[src/rtl/ex_operand_forward_hold_if.sv]
// Operand front-end bundle: forwarding hits/data, ID/EX operands, stage control and ALU/MEM results.
interface ex_operand_forward_hold_if #(
    parameter int DATA_WIDTH = 32,
    parameter int NUM_FWD    = 2,
    parameter int CNT_WIDTH  = 16
);
    logic                          ex_valid;
    logic                          stall_EX;
    logic                          flush_EX;
    logic [NUM_FWD-1:0]            fwd_hit_rs1;
    logic [NUM_FWD-1:0]            fwd_hit_rs2;
    logic [NUM_FWD*DATA_WIDTH-1:0] fwd_data;
    logic [DATA_WIDTH-1:0]         RD1D_ID_EX_o;
    logic [DATA_WIDTH-1:0]         RD2D_ID_EX_o;
    logic [DATA_WIDTH-1:0]         PC_ID_EX_o;
    logic [DATA_WIDTH-1:0]         imm_ID_EX_o;
    logic [1:0]                    alu_sel_rs1;
    logic [1:0]                    alu_sel_rs2;
    logic [DATA_WIDTH-1:0]         rs1_for_alu;
    logic [DATA_WIDTH-1:0]         rs2_for_alu;
    logic [DATA_WIDTH-1:0]         rs2_store_data;
    logic [CNT_WIDTH-1:0]          fwd_cnt_rs1;
    logic [CNT_WIDTH-1:0]          fwd_cnt_rs2;
    logic [CNT_WIDTH-1:0]          hold_cnt;

    modport master (
        output ex_valid, stall_EX, flush_EX, fwd_hit_rs1, fwd_hit_rs2, fwd_data,
               RD1D_ID_EX_o, RD2D_ID_EX_o, PC_ID_EX_o, imm_ID_EX_o, alu_sel_rs1, alu_sel_rs2,
        input  rs1_for_alu, rs2_for_alu, rs2_store_data, fwd_cnt_rs1, fwd_cnt_rs2, hold_cnt
    );

    modport slave (
        input  ex_valid, stall_EX, flush_EX, fwd_hit_rs1, fwd_hit_rs2, fwd_data,
               RD1D_ID_EX_o, RD2D_ID_EX_o, PC_ID_EX_o, imm_ID_EX_o, alu_sel_rs1, alu_sel_rs2,
        output rs1_for_alu, rs2_for_alu, rs2_store_data, fwd_cnt_rs1, fwd_cnt_rs2, hold_cnt
    );
endinterface

[src/rtl/ex_operand_forward_hold.sv]
// EX operand forwarding + ALU operand select with per-operand hold across stalls.
// Optional perf counters enabled by defining FWD_PERF_CNT_EN.
//
// state | meaning
// LIVE  | operand follows forward hits / regfile value combinationally
// HELD  | operand comes from the hold register captured at stall entry
module ex_operand_forward_hold #(
    parameter int DATA_WIDTH = 32,
    parameter int NUM_FWD    = 2,
    parameter int CNT_WIDTH  = 16
) (
    input  logic                     clk,
    input  logic                     rst,
    ex_operand_forward_hold_if.slave bus
);
    typedef enum logic {LIVE = 1'b0, HELD = 1'b1} hold_state_t;

    hold_state_t           state_q [2];
    hold_state_t           state_d [2];
    logic [DATA_WIDTH-1:0] hold_q  [2];
    logic [DATA_WIDTH-1:0] hold_d  [2];
    logic [NUM_FWD-1:0]    hit     [2];
    logic [DATA_WIDTH-1:0] rf_val  [2];
    logic [DATA_WIDTH-1:0] fwd_val [2];
    logic                  capture [2];

    assign hit[0]    = bus.fwd_hit_rs1;
    assign hit[1]    = bus.fwd_hit_rs2;
    assign rf_val[0] = bus.RD1D_ID_EX_o;
    assign rf_val[1] = bus.RD2D_ID_EX_o;

    // Scan from oldest to youngest so the lowest hit index ends up winning.
    always_comb begin
        for (int op = 0; op < 2; op++) begin
            fwd_val[op] = rf_val[op];
            for (int i = NUM_FWD - 1; i >= 0; i--) begin
                if (hit[op][i]) fwd_val[op] = bus.fwd_data[i*DATA_WIDTH +: DATA_WIDTH];
            end
            if (state_q[op] == HELD) fwd_val[op] = hold_q[op];
        end
    end

    always_comb begin
        for (int op = 0; op < 2; op++) begin
            state_d[op] = state_q[op];
            hold_d[op]  = hold_q[op];
            capture[op] = 1'b0;
            if (bus.flush_EX) begin
                state_d[op] = LIVE;
            end else begin
                case (state_q[op])
                    LIVE: begin
                        if (bus.ex_valid && bus.stall_EX && (|hit[op])) begin
                            state_d[op] = HELD;
                            hold_d[op]  = fwd_val[op];
                            capture[op] = 1'b1;
                        end
                    end
                    HELD: begin
                        if (!bus.stall_EX) state_d[op] = LIVE;
                    end
                    default: state_d[op] = LIVE;
                endcase
            end
        end
    end

    always_ff @(posedge clk) begin
        for (int op = 0; op < 2; op++) begin
            if (rst) begin
                state_q[op] <= LIVE;
                hold_q[op]  <= '0;
            end else begin
                state_q[op] <= state_d[op];
                hold_q[op]  <= hold_d[op];
            end
        end
    end

    always_comb begin
        case (bus.alu_sel_rs1)
            2'd0:    bus.rs1_for_alu = fwd_val[0];
            2'd1:    bus.rs1_for_alu = bus.PC_ID_EX_o;
            default: bus.rs1_for_alu = '0;
        endcase
        case (bus.alu_sel_rs2)
            2'd0:    bus.rs2_for_alu = fwd_val[1];
            2'd1:    bus.rs2_for_alu = bus.imm_ID_EX_o;
            2'd2:    bus.rs2_for_alu = DATA_WIDTH'(4);
            default: bus.rs2_for_alu = '0;
        endcase
    end

    assign bus.rs2_store_data = fwd_val[1];

`ifdef FWD_PERF_CNT_EN
    logic [CNT_WIDTH-1:0] cnt_rs1_q, cnt_rs2_q, cnt_hold_q;
    logic                 advance, inc_rs1, inc_rs2, inc_hold;

    // No store indicator reaches this block, so rs2 counts only sel 0 consumption.
    assign advance  = bus.ex_valid && !bus.stall_EX && !bus.flush_EX;
    assign inc_rs1  = advance && (bus.alu_sel_rs1 == 2'd0) && ((state_q[0] == HELD) || (|hit[0]));
    assign inc_rs2  = advance && (bus.alu_sel_rs2 == 2'd0) && ((state_q[1] == HELD) || (|hit[1]));
    assign inc_hold = capture[0] || capture[1];

    always_ff @(posedge clk) begin
        if (rst) begin
            cnt_rs1_q  <= '0;
            cnt_rs2_q  <= '0;
            cnt_hold_q <= '0;
        end else begin
            if (inc_rs1 && !(&cnt_rs1_q))   cnt_rs1_q  <= cnt_rs1_q + CNT_WIDTH'(1);
            if (inc_rs2 && !(&cnt_rs2_q))   cnt_rs2_q  <= cnt_rs2_q + CNT_WIDTH'(1);
            if (inc_hold && !(&cnt_hold_q)) cnt_hold_q <= cnt_hold_q + CNT_WIDTH'(1);
        end
    end

    assign bus.fwd_cnt_rs1 = cnt_rs1_q;
    assign bus.fwd_cnt_rs2 = cnt_rs2_q;
    assign bus.hold_cnt    = cnt_hold_q;
`else
    assign bus.fwd_cnt_rs1 = {CNT_WIDTH{1'b0}};
    assign bus.fwd_cnt_rs2 = {CNT_WIDTH{1'b0}};
    assign bus.hold_cnt    = {CNT_WIDTH{1'b0}};
`endif
endmodule

[src/flat_wrapper.sv]
// flat-port wrapper written by rule: the top's interface ports become plain ports
module ex_operand_forward_hold_flat 
#(
    parameter int DATA_WIDTH = 32,
    parameter int NUM_FWD    = 2,
    parameter int CNT_WIDTH  = 16
)
  (clk, rst, bus_ex_valid, bus_stall_EX, bus_flush_EX, bus_fwd_hit_rs1, bus_fwd_hit_rs2, bus_fwd_data, bus_RD1D_ID_EX_o, bus_RD2D_ID_EX_o, bus_PC_ID_EX_o, bus_imm_ID_EX_o, bus_alu_sel_rs1, bus_alu_sel_rs2, bus_rs1_for_alu, bus_rs2_for_alu, bus_rs2_store_data, bus_fwd_cnt_rs1, bus_fwd_cnt_rs2, bus_hold_cnt);
  ex_operand_forward_hold_if #(.DATA_WIDTH(DATA_WIDTH), .NUM_FWD(NUM_FWD), .CNT_WIDTH(CNT_WIDTH)) bus_i ();
  input  logic clk;
  input  logic rst;
  input wire logic [$bits(bus_i.ex_valid)-1:0] bus_ex_valid;
  input wire logic [$bits(bus_i.stall_EX)-1:0] bus_stall_EX;
  input wire logic [$bits(bus_i.flush_EX)-1:0] bus_flush_EX;
  input wire logic [$bits(bus_i.fwd_hit_rs1)-1:0] bus_fwd_hit_rs1;
  input wire logic [$bits(bus_i.fwd_hit_rs2)-1:0] bus_fwd_hit_rs2;
  input wire logic [$bits(bus_i.fwd_data)-1:0] bus_fwd_data;
  input wire logic [$bits(bus_i.RD1D_ID_EX_o)-1:0] bus_RD1D_ID_EX_o;
  input wire logic [$bits(bus_i.RD2D_ID_EX_o)-1:0] bus_RD2D_ID_EX_o;
  input wire logic [$bits(bus_i.PC_ID_EX_o)-1:0] bus_PC_ID_EX_o;
  input wire logic [$bits(bus_i.imm_ID_EX_o)-1:0] bus_imm_ID_EX_o;
  input wire logic [$bits(bus_i.alu_sel_rs1)-1:0] bus_alu_sel_rs1;
  input wire logic [$bits(bus_i.alu_sel_rs2)-1:0] bus_alu_sel_rs2;
  output wire logic [$bits(bus_i.rs1_for_alu)-1:0] bus_rs1_for_alu;
  output wire logic [$bits(bus_i.rs2_for_alu)-1:0] bus_rs2_for_alu;
  output wire logic [$bits(bus_i.rs2_store_data)-1:0] bus_rs2_store_data;
  output wire logic [$bits(bus_i.fwd_cnt_rs1)-1:0] bus_fwd_cnt_rs1;
  output wire logic [$bits(bus_i.fwd_cnt_rs2)-1:0] bus_fwd_cnt_rs2;
  output wire logic [$bits(bus_i.hold_cnt)-1:0] bus_hold_cnt;
  assign bus_i.ex_valid = bus_ex_valid;
  assign bus_i.stall_EX = bus_stall_EX;
  assign bus_i.flush_EX = bus_flush_EX;
  assign bus_i.fwd_hit_rs1 = bus_fwd_hit_rs1;
  assign bus_i.fwd_hit_rs2 = bus_fwd_hit_rs2;
  assign bus_i.fwd_data = bus_fwd_data;
  assign bus_i.RD1D_ID_EX_o = bus_RD1D_ID_EX_o;
  assign bus_i.RD2D_ID_EX_o = bus_RD2D_ID_EX_o;
  assign bus_i.PC_ID_EX_o = bus_PC_ID_EX_o;
  assign bus_i.imm_ID_EX_o = bus_imm_ID_EX_o;
  assign bus_i.alu_sel_rs1 = bus_alu_sel_rs1;
  assign bus_i.alu_sel_rs2 = bus_alu_sel_rs2;
  assign bus_rs1_for_alu = bus_i.rs1_for_alu;
  assign bus_rs2_for_alu = bus_i.rs2_for_alu;
  assign bus_rs2_store_data = bus_i.rs2_store_data;
  assign bus_fwd_cnt_rs1 = bus_i.fwd_cnt_rs1;
  assign bus_fwd_cnt_rs2 = bus_i.fwd_cnt_rs2;
  assign bus_hold_cnt = bus_i.hold_cnt;
  ex_operand_forward_hold #(.DATA_WIDTH(DATA_WIDTH), .NUM_FWD(NUM_FWD), .CNT_WIDTH(CNT_WIDTH)) u_core (.clk(clk), .rst(rst), .bus(bus_i));
endmodule
[config.mk]
export PLATFORM = sky130hd
export DESIGN_NAME = ex_operand_forward_hold_flat
export DESIGN_NICKNAME = d
export VERILOG_FILES = /design/src/rtl/ex_operand_forward_hold_if.sv /design/src/rtl/ex_operand_forward_hold.sv /design/src/flat_wrapper.sv
export SDC_FILE = /design/constraint.sdc
export NUM_CORES = 1
export LEC_CHECK = 0
export BUFFER_PORTS_ARGS = -buffer_cell sky130_fd_sc_hd__buf_4
export CAP_MARGIN = 20
export CORE_AREA = 3 3 136 138
export CTS_CLUSTER_SIZE = 20
export DETAILED_ROUTE_END_ITERATION = 8
export DIE_AREA = 0 0 139 141
export PLACE_DENSITY = 0.7
export SYNTH_ARGS = -nofsm -noshare
export SYNTH_HDL_FRONTEND = slang
export SYNTH_SLANG_ARGS = --single-unit
[constraint.sdc]
create_clock -name clk -period 3.3 [get_ports clk]
set_input_delay 0.165 -clock clk [delete_from_list [all_inputs] [get_ports clk]]
set_output_delay 0.165 -clock clk [all_outputs]
set_load 0.01 [all_outputs]
==> run summary, run 1 <==
Synth Area in Simple Gates: 13.6%
Synth cell types: 31
Vias in the first global route: 6,846
Pins Over Slew Limit: 0
Gate Count Post-Synth: 930
Sw Ratio: 33.2%
Tot Pwr: 2.81 mW
HP Start: rst
Clk pwr share: 33.3%
TritonCTS buffer count: 9
Worst-path clk slew: 60 ps
EDFF count, synth: 0
Antenna diodes: 0
P&R area growth vs syn: 30.4%
Crit-path slowest cell: inv_1
Worst setup SP type: register
CP Capture Type: primary output
Worst slew margin: 34.8%
Maximum vdd ir drop: 254 µV
Initial drt markers: 774
CP Max Fanout: 17
Async SR Flop Fraction: 0%
Sequential power share: 30.1%
GRT Residual Overflow: 0
Compound-cell area share of the yosys netlist: 37.5%
Post-Synth Adder-Cell Area: 0%
Die height: 141 µm
Hold Crit Endpoint: u_core.state_q[0]
Status: finished clean
Peak Freq: 443 MHz
Yosys top cell by area: dfxtp_1
First-pass GRT wire length: 39.5 mm
Residual DRC: 0
Max-cap violation count: 0
Syn Area/Cell: 7.37 µm²
Worst r2r src: u_core.state_q[0]
CTS Buffer Depth: 2
Design area: 8940 µm²
Dpl cell area: 8650 µm²
Total die area: 19,600 µm²
Initial antenna violation count: 0
Dpl hpwl: 20.1 mm
Fin crit period: 2260 ps
Setup TNS Final: 0 ps
Mux contribution to synthesized area: 10.7%
Clock latency on the worst-skew pair: 340 ps
Via count: 7,485
Pre-antenna DRT Iters: 5
Placer Congestion: 0.926
Synth top area share: 19.3%
Final worst-path cycle share: 68.5%
Arr. time, crit path: 2090 ps
Dominant cells by area after synthesis: dfxtp_1, o211ai_1, mux2_2
Layout cell share with drive strength beyond 1: 37.8%
#FFs+latches synth: 66
Leakage power: 3.94 nW
Synth Flop Type: dfxtp_1
Nets: 1,329
Worst hold path depth: 2
CTS tree: built
Register Area: 1320 µm²
Initial Utilization: 39.6%
Overall global routing resource usage: 25.3%
Reg2reg path depth: 5
Root Buffer: clkbuf_16
Final hold vios: 0
Worst Hold Class: input pin to register
Cts repair resizes: 0
Crit path max-delay family: buffers and inverters
Post-CTS setup buffers: 0
Clock Skew: 5.34 ps
Power Internal: 1.88 mW
Worst R2R Setup Slack: 1150 ps
Top-Level Pins: 349
CP cell instances: inv_1 -> buf_4 -> o211ai_1 -> a221oi_1 -> buf_4
Synthesized area: 6850 µm²
Multi-input gate area: 4430 µm²
NetSw: 0.933 mW
Row count: 48
CP most frequent cell: buf_4
Wire length per cell: 19.7 µm
Fill cell count: 1,733
Placed cell count: 1,338
Port bufs: 300
Die W: 139 µm
Largest net degree at the start of global routing: 97
Comb pwr share: 36.5%
Max incr delay on CP: 410 ps
H-tree depth: 3
Pwr Density: 315 nW/µm²
Seq/Total Area, Yosys: 19.3%
Util after Layout: 51.7%
YS warnings: 0
Worst Tran Pin Value: 978 ps
Clock Sinks: 66
Hold_buf cts: 0
CP required: 3130 ps
RSZ-0062 raised after global routing: no
Routed wire length: 26.7 mm
Setup Crit Path Kind: register to primary output
Capturing point of the worst reg2reg path: u_core.hold_q[0][17]
Layout Cells excl Fill: 1,354
Worst Path Buf+Inv: 3
Post-route ant nets: 0
Setup Viol. Count Final: 0
XOR/XNOR Fraction of Synth Area: 0%
Vias per std cell: 5.53
Largest family of logic cells by synthesized area: compound AO/OA/AOI/OAI gates
Placeable Area: 17,300 µm²
cell usage in the layout (no fill, tap or decap), drive strengths merged:
master and count:
inv 68, nor2 1, buf 313, clkinv 2, o211ai 127, or3b 1
o22ai 32, conb 48, o31a 1, nand2b 64, mux2 64, a211oi 3
nor3b 2, or4 1, nor3 1, nor2b 1, nand2 126, mux2i 1
o21ai 66, a221oi 63, a21oi 63, clkbuf 14, o21a 1, dfxtp 66
state kept, by name, summed over array words and instances, names as in the netlist:
register and flops:
u_core.hold_q 64, u_core.state_q 2
layout make-up:
cell class	instances	share of cell area, %
Multi-Input combinational cell	666	49.6
Timing Repair Buffer	313	26.4
Sequential cell	66	14.8
Tap cell	225	3.15
Clock buffer	14	3.07
Inverter	68	2.86
Clock inverter	2	0.112
worst reg2reg max path: cells and delay by family, from the launching register on:
kind / cells / cell delay, ps
compound gates: 2 / 330
buf+inv: 2 / 670
simple gates: 1 / 620
flops: 1 / 450
cells in the mapped netlist, types with 3 or more instances:
master / n
buf_2: 29
o211ai_1: 127
dfxtp_1: 66
o21ai_0: 54
mux2_2: 64
buf_1: 7
nand2_1: 126
clkbuf_1: 54
buf_4: 84
o22ai_2: 29
nand2b_1: 63
a221oi_1: 63
o22ai_1: 3
a21oi_1: 63
o21ai_1: 12
inv_1: 67
a211oi_1: 3
buf_6: 3
power by group through the flow:
| stage | combinational, mW | sequential [mW] | clock (mW) |
|---|---|---|---|
| finish | 1.03 | 0.847 | 0.938 |
| global route | 1.11 | 0.850 | 0.975 |
| CTS | 1.02 | 0.846 | 0.948 |
| detailed placement | 1.02 | 0.862 | 0 |
| global placement | 1.01 | 0.861 | 0 |
| floorplan | 0.640 | 0.855 | 0 |
stage by stage:
step | setup WS (ps) | hold slack, ps
6_report | 1040 | 49.0
3_3_place_gp | 1110 | 396
3_5_place_dp | 1070 | 396
5_1_grt | 940 | 42.4
2_1_floorplan | 1800 | 238
4_1_cts | 1030 | 36.5
worst max path at each step:
stage | from | endpoint | slack (ps) | cells past startpoint
after floorplan | u_core.state_q[0] | bus_rs1_for_alu[22] | 1800 | 5
after global placement | bus_fwd_hit_rs2[1] | u_core.hold_q[1][31] | 1110 | 4
after detailed placement | bus_fwd_hit_rs2[1] | u_core.hold_q[1][31] | 1070 | 4
after CTS | u_core.state_q[1] | bus_rs2_for_alu[19] | 1030 | 5
after global routing | u_core.state_q[1] | bus_rs2_for_alu[2] | 940 | 5
final | u_core.state_q[1] | bus_rs2_for_alu[19] | 1040 | 5
cell families (layout without fill, tap and decap cells):
family / Yosys count / count (layout)
other: 1 / 48
multiplexers: 65 / 65
buffers and inverters: 245 / 397
flip-flops: 66 / 66
AND/OR/NAND/NOR: 197 / 197
AO/OA/AOI/OAI: 356 / 356
layer usage:
layer / share of wire [%] / GRT usage (%) / up-vias
li1: - / - / 3635
met1: 45 / 35.7 / 3452
met2: 44 / 38.6 / 359
met3: 8.1 / 5.46 / 39
met4: 2.3 / 8.14 / 0
met5: 0 / 0 / -
Power figures use the tool's default switching activity.
==> run 2: changes to the inputs <==
--- a/config.mk
+++ b/config.mk
@@ -7,11 +7,11 @@
 export LEC_CHECK = 0
 export BUFFER_PORTS_ARGS = -buffer_cell sky130_fd_sc_hd__buf_4
 export CAP_MARGIN = 20
-export CORE_AREA = 3 3 136 138
+export CORE_AREA = 3 3 135 137
 export CTS_CLUSTER_SIZE = 20
 export DETAILED_ROUTE_END_ITERATION = 8
-export DIE_AREA = 0 0 139 141
-export PLACE_DENSITY = 0.7
+export DIE_AREA = 0 0 138 140
+export PLACE_DENSITY = 0.74
 export SYNTH_ARGS = -nofsm -noshare
 export SYNTH_HDL_FRONTEND = slang
 export SYNTH_SLANG_ARGS = --single-unit
==> constraint.sdc (replaced) <==
create_clock -name clk -period 1.9 [get_ports clk]
set_input_delay 0.095 -clock clk [delete_from_list [all_inputs] [get_ports clk]]
set_output_delay 0.095 -clock clk [all_outputs]
set_load 0.01 [all_outputs]
==> run 2 against run 1 <==
Hold slack improved by 31 ps; global-route usage rose by 1.0 points; worst setup slack lost 940 ps; flip-flop and latch count stayed put; non-clock buffer count grew 21; clock power rose by 57%; largest cell class unchanged; largest power group unchanged.
==> run summary, run 2 (same netlist as run 1, synthesis figures left out) <==
Pre-antenna DRT Iters: 6
Most frequent cells in the layout: buf_4, o211ai_1, nand2_1
Setup WS pre-CTS: 318 ps
Crit-path slowest cell: a221oi_1
Port bufs: 300
Antenna diodes: 0
Max reg flops: 64
Maximum vdd ir drop: 406 µV
Top-Level Pins: 349
Leakage power: 4.06 nW
Root Buffer: clkbuf_16
Most common cell after layout, fill and taps aside: buf_4
Row count: 48
Worst Hold Class: input pin to register
Final worst slack: 97.9 ps
Final hold vios: 0
Peak Freq: 555 MHz
Regs by FF count: u_core.hold_q x64, u_core.state_q x2
Most flops, register: u_core.hold_q
Largest net degree at the start of global routing: 70
Initial drt markers: 744
RSZ-0062 raised after global routing: no
H-tree depth: 3
Routed wire length: 27.1 mm
Worst slew margin: 63.7%
Die height: 140 µm
Initial antenna violation count: 2
Register Area: 1320 µm²
Fin crit period: 1800 ps
CP Capture Type: primary output
CTS tree: built
CP most frequent cell: buf_4
P&R area growth vs syn: 33.8%
Total die area: 19,300 µm²
GRT Residual Overflow: 0
Clock Skew: 8.00 ps
Residual DRC: 0
Multi-input gate area: 4440 µm²
Placer Congestion: 0.929
CP cell instances: inv_1 -> buf_4 -> o211ai_1 -> a221oi_1 -> buf_4
Max incr delay on CP: 350 ps
Crit path max-delay family: compound AO/OA/AOI/OAI gates
First-pass GRT wire length: 41.0 mm
Hold WS: 79.9 ps
CP Max Fanout: 17
TritonCTS buffer count: 9
Setup Crit Path Kind: register to primary output
CTS Buffer Depth: 2
Nets: 1,350
Pwr Density: 523 nW/µm²
Layout cell share with drive strength beyond 1: 39.0%
CP required: 1800 ps
Worst Path Buf+Inv: 3
Overall global routing resource usage: 26.4%
Wire length per cell: 19.8 µm
Final worst-path cycle share: 94.8%
Placeable Area: 17,200 µm²
Setup TNS Final: 0 ps
Die W: 138 µm
Clock Sinks: 66
Initial Utilization: 39.9%
Pins Over Slew Limit: 0
Dpl hpwl: 20.8 mm
Status: finished clean
Clock latency on the worst-skew pair: 330 ps
Worst-path clk slew: 60 ps
Max-cap violation count: 0
Via count: 7,650
Worst Tran Pin Value: 545 ps
Vias in the first global route: 7,045
Post-route ant nets: 0
Setup Viol. Count Final: 0
Fill cell count: 1,694
Arr. time, crit path: 1710 ps
Worst setup SP type: register
Vias per std cell: 5.57
[run 2: area by class of cell]
cell class                      count  area share [%]
Multi-Input combinational cell    666            48.5
Timing Repair Buffer              334            28.5
Sequential cell                    66            14.4
Tap cell                          225            3.07
Inverter                           68            2.78
Clock buffer                       11            2.54
Clock inverter                      4           0.218
[run 2: path summary, 6_finish.rpt]
path,startpoint,to,slack (ps),cells past startpoint
worst max register to register,u_core.state_q[1],u_core.hold_q[1][2],370,3
worst min register to register,u_core.hold_q[1][2],u_core.hold_q[1][2],490,2
worst max-delay path,u_core.state_q[1],bus_rs2_for_alu[14],100,5
worst min-delay path,bus_stall_EX,u_core.state_q[0],80,3
[run 2: power by group]
group | switching (mW) | internal [mW]
registers | 0.0336 | 1.43
logic | 0.966 | 0.885
clock network | 0.607 | 0.866
[run 2: per-stage QoR]
step	utilization, %	cell area, µm²	total power, mW	std cells
after global placement	51.8	8890	3.30	1358
final	53.4	9170	4.79	1374
after floorplan	-	7030	2.60	977
after detailed placement	51.8	8890	3.32	1358
after CTS	53.3	9150	4.80	1374
after global routing	53.4	9170	5.01	1374
[run 2: repair_timing]
action,in CTS,in global routing
hold endpoints to repair,2,0
setup buffers,0,0
gates resized for setup,0,3
hold buffers,1,0
endpoints found under the setup margin,0,9
[run 2: routing by layer]
| metal | share of wire (%) | up-vias | track usage, % |
|---|---|---|---|
| met4 | 2.3 | 4 | 7.33 |
| li1 | - | 3676 | - |
| met2 | 45 | 377 | 39.4 |
| met3 | 8.3 | 44 | 6.90 |
| met5 | 0.12 | - | 0 |
| met1 | 45 | 3549 | 37.5 |
[run 2: worst register-to-register path, stage by stage (launching register included)]
cell and delay (ps):
dfxtp_2 340, or4_2 700, buf_12 220, o22ai_1 200
==> run 3: changes to the inputs <==
==> constraint.sdc (replaced) <==
create_clock -name clk -period 1.9 [get_ports clk]
set_input_delay 0 -clock clk [delete_from_list [all_inputs] [get_ports clk]]
set_output_delay 0 -clock clk [all_outputs]
set_load 0.01 [all_outputs]
==> run 3 against run 2 <==
Hold slack got worse by 53 ps; clock power barely moved; register-to-register slack got worse by 100 ps; via count fell by 0.37%; non-clock buffer count fell by 4; routed wire length fell by 1.3%; critical path type unchanged.
==> run summary, run 3 (same netlist as run 1, synthesis figures left out) <==
Die W: 138 µm
Status: finished clean
Antenna diodes: 0
Placeable Area: 17,200 µm²
CP Capture Type: primary output
Worst Hold Class: input pin to register
Regs by FF count: u_core.hold_q x64, u_core.state_q x2
Row count: 48
Placer Congestion: 0.899
Residual DRC: 0
Clock latency on the worst-skew pair: 330 ps
CP required: 1900 ps
Setup Crit Path Kind: register to primary output
Setup TNS Final: 0 ps
Clock Skew: 3.73 ps
CTS tree: built
Power Internal: 3.21 mW
Max reg flops: 64
Routed wire length: 26.8 mm
Maximum vdd ir drop: 410 µV
Initial Utilization: 39.9%
Via count: 7,622
Top-Level Pins: 349
Root Buffer: clkbuf_16
Final hold vios: 0
Pins Over Slew Limit: 0
Initial drt markers: 795
P&R area growth vs syn: 32.6%
RSZ-0062 raised after global routing: no
Vias per std cell: 5.57
NetSw: 1.58 mW
Most common cell after layout, fill and taps aside: buf_4
Leakage power: 4.02 nW
Total die area: 19,300 µm²
HP Start: bus_flush_EX
Placed cell count: 1,352
Layout cell share with drive strength beyond 1: 38.3%
Peak Freq: 560 MHz
Port bufs: 300
Nets: 1,346
Vias in the first global route: 7,094
GRT Residual Overflow: 0
Pre-antenna DRT Iters: 6
H-tree depth: 3
Final worst-path cycle share: 94.0%
Clock Sinks: 66
Worst r2r src: u_core.state_q[1]
Worst-path clk slew: 50 ps
Overall global routing resource usage: 26.0%
Largest net degree at the start of global routing: 67
First-pass GRT wire length: 40.6 mm
Pwr Density: 527 nW/µm²
Dpl hpwl: 20.4 mm
Max-cap violation count: 0
Post-route ant nets: 0
Worst Tran Pin Value: 612 ps
Layout Cells excl Fill: 1,369
Comb pwr share: 38.1%
Die height: 140 µm
Clk pwr share: 31.3%
Setup Viol. Count Final: 0
Sw Ratio: 32.9%
Post-CTS setup buffers: 0
Fin crit period: 1790 ps
Worst slew margin: 59.2%
Wire length per cell: 19.6 µm
Sequential power share: 30.7%
Fill cell count: 1,723
CTS Buffer Depth: 2
Worst setup SP type: register
CP startpoint: u_core.state_q[1]
Most flops, register: u_core.hold_q
TritonCTS buffer count: 9
CP Max Fanout: 24
Most frequent cells in the layout: buf_4, o211ai_1, nand2_1
Initial antenna violation count: 1
Arr. time, crit path: 1790 ps
-- run 3: area by class of cell --
cell class	instances	area [µm²]	share of cell area [%]
Multi-Input combinational cell	666	4440	48.8
Timing Repair Buffer	330	2540	27.9
Sequential cell	66	1320	14.6
Tap cell	225	282	3.10
Inverter	68	255	2.81
Clock buffer	14	254	2.79
-- run 3: what timing repair did --
item                                    4_1_cts  5_1_grt
endpoints found under the setup margin        0        2
hold buffers                                  3        0
hold endpoints to repair                      2        0
gates resized for setup                       0        2
-- run 3: metrics by stage --
step | cell area [µm²] | setup WS [ps] | power (mW) | util [%] | hold WS, ps
4_1_cts | 9080 | 63.9 | 4.80 | 52.9 | 15.5
5_1_grt | 9090 | 15.9 | 5.02 | 52.9 | 40.4
2_1_floorplan | 7030 | 486 | 2.60 | - | 49.0
3_5_place_dp | 8790 | 281 | 3.30 | 51.2 | 220
6_report | 9090 | 115 | 4.79 | 52.9 | 27.0
3_3_place_gp | 8790 | 318 | 3.28 | 51.2 | 225
-- run 3: final timing paths --
path	end	cells past startpoint	slack, ps
min reg2reg	u_core.hold_q[1][2]	2	490
max reg2reg	u_core.hold_q[1][2]	3	270
min	u_core.state_q[0]	3	30
max	bus_rs2_for_alu[29]	5	110
-- run 3: worst max-delay path: stages, from the launching register on --
cell,delay (ps)
dfxtp_2,340
inv_1,70
buf_4,300
o211ai_1,260
a221oi_1,310
buf_4,170
-- run 3: power by group through the flow --
| stage | Sequential [mW] | Clock [mW] | Combinational, mW |
|---|---|---|---|
| after floorplan | 1.49 | 0 | 1.11 |
| after global placement | 1.50 | 0 | 1.79 |
| after detailed placement | 1.50 | 0 | 1.80 |
| after CTS | 1.47 | 1.52 | 1.81 |
| after global routing | 1.47 | 1.57 | 1.97 |
| final | 1.47 | 1.50 | 1.82 |
-- run 3: metal layers --
| layer | up-vias | track usage [%] | share of wire, % |
|---|---|---|---|
| met3 | 28 | 5.50 | 8.2 |
| met2 | 376 | 40.8 | 46 |
| met4 | 0 | 5.98 | 1.8 |
| met5 | - | 0 | 0 |
| met1 | 3559 | 36.8 | 44 |
| li1 | 3659 | - | - |
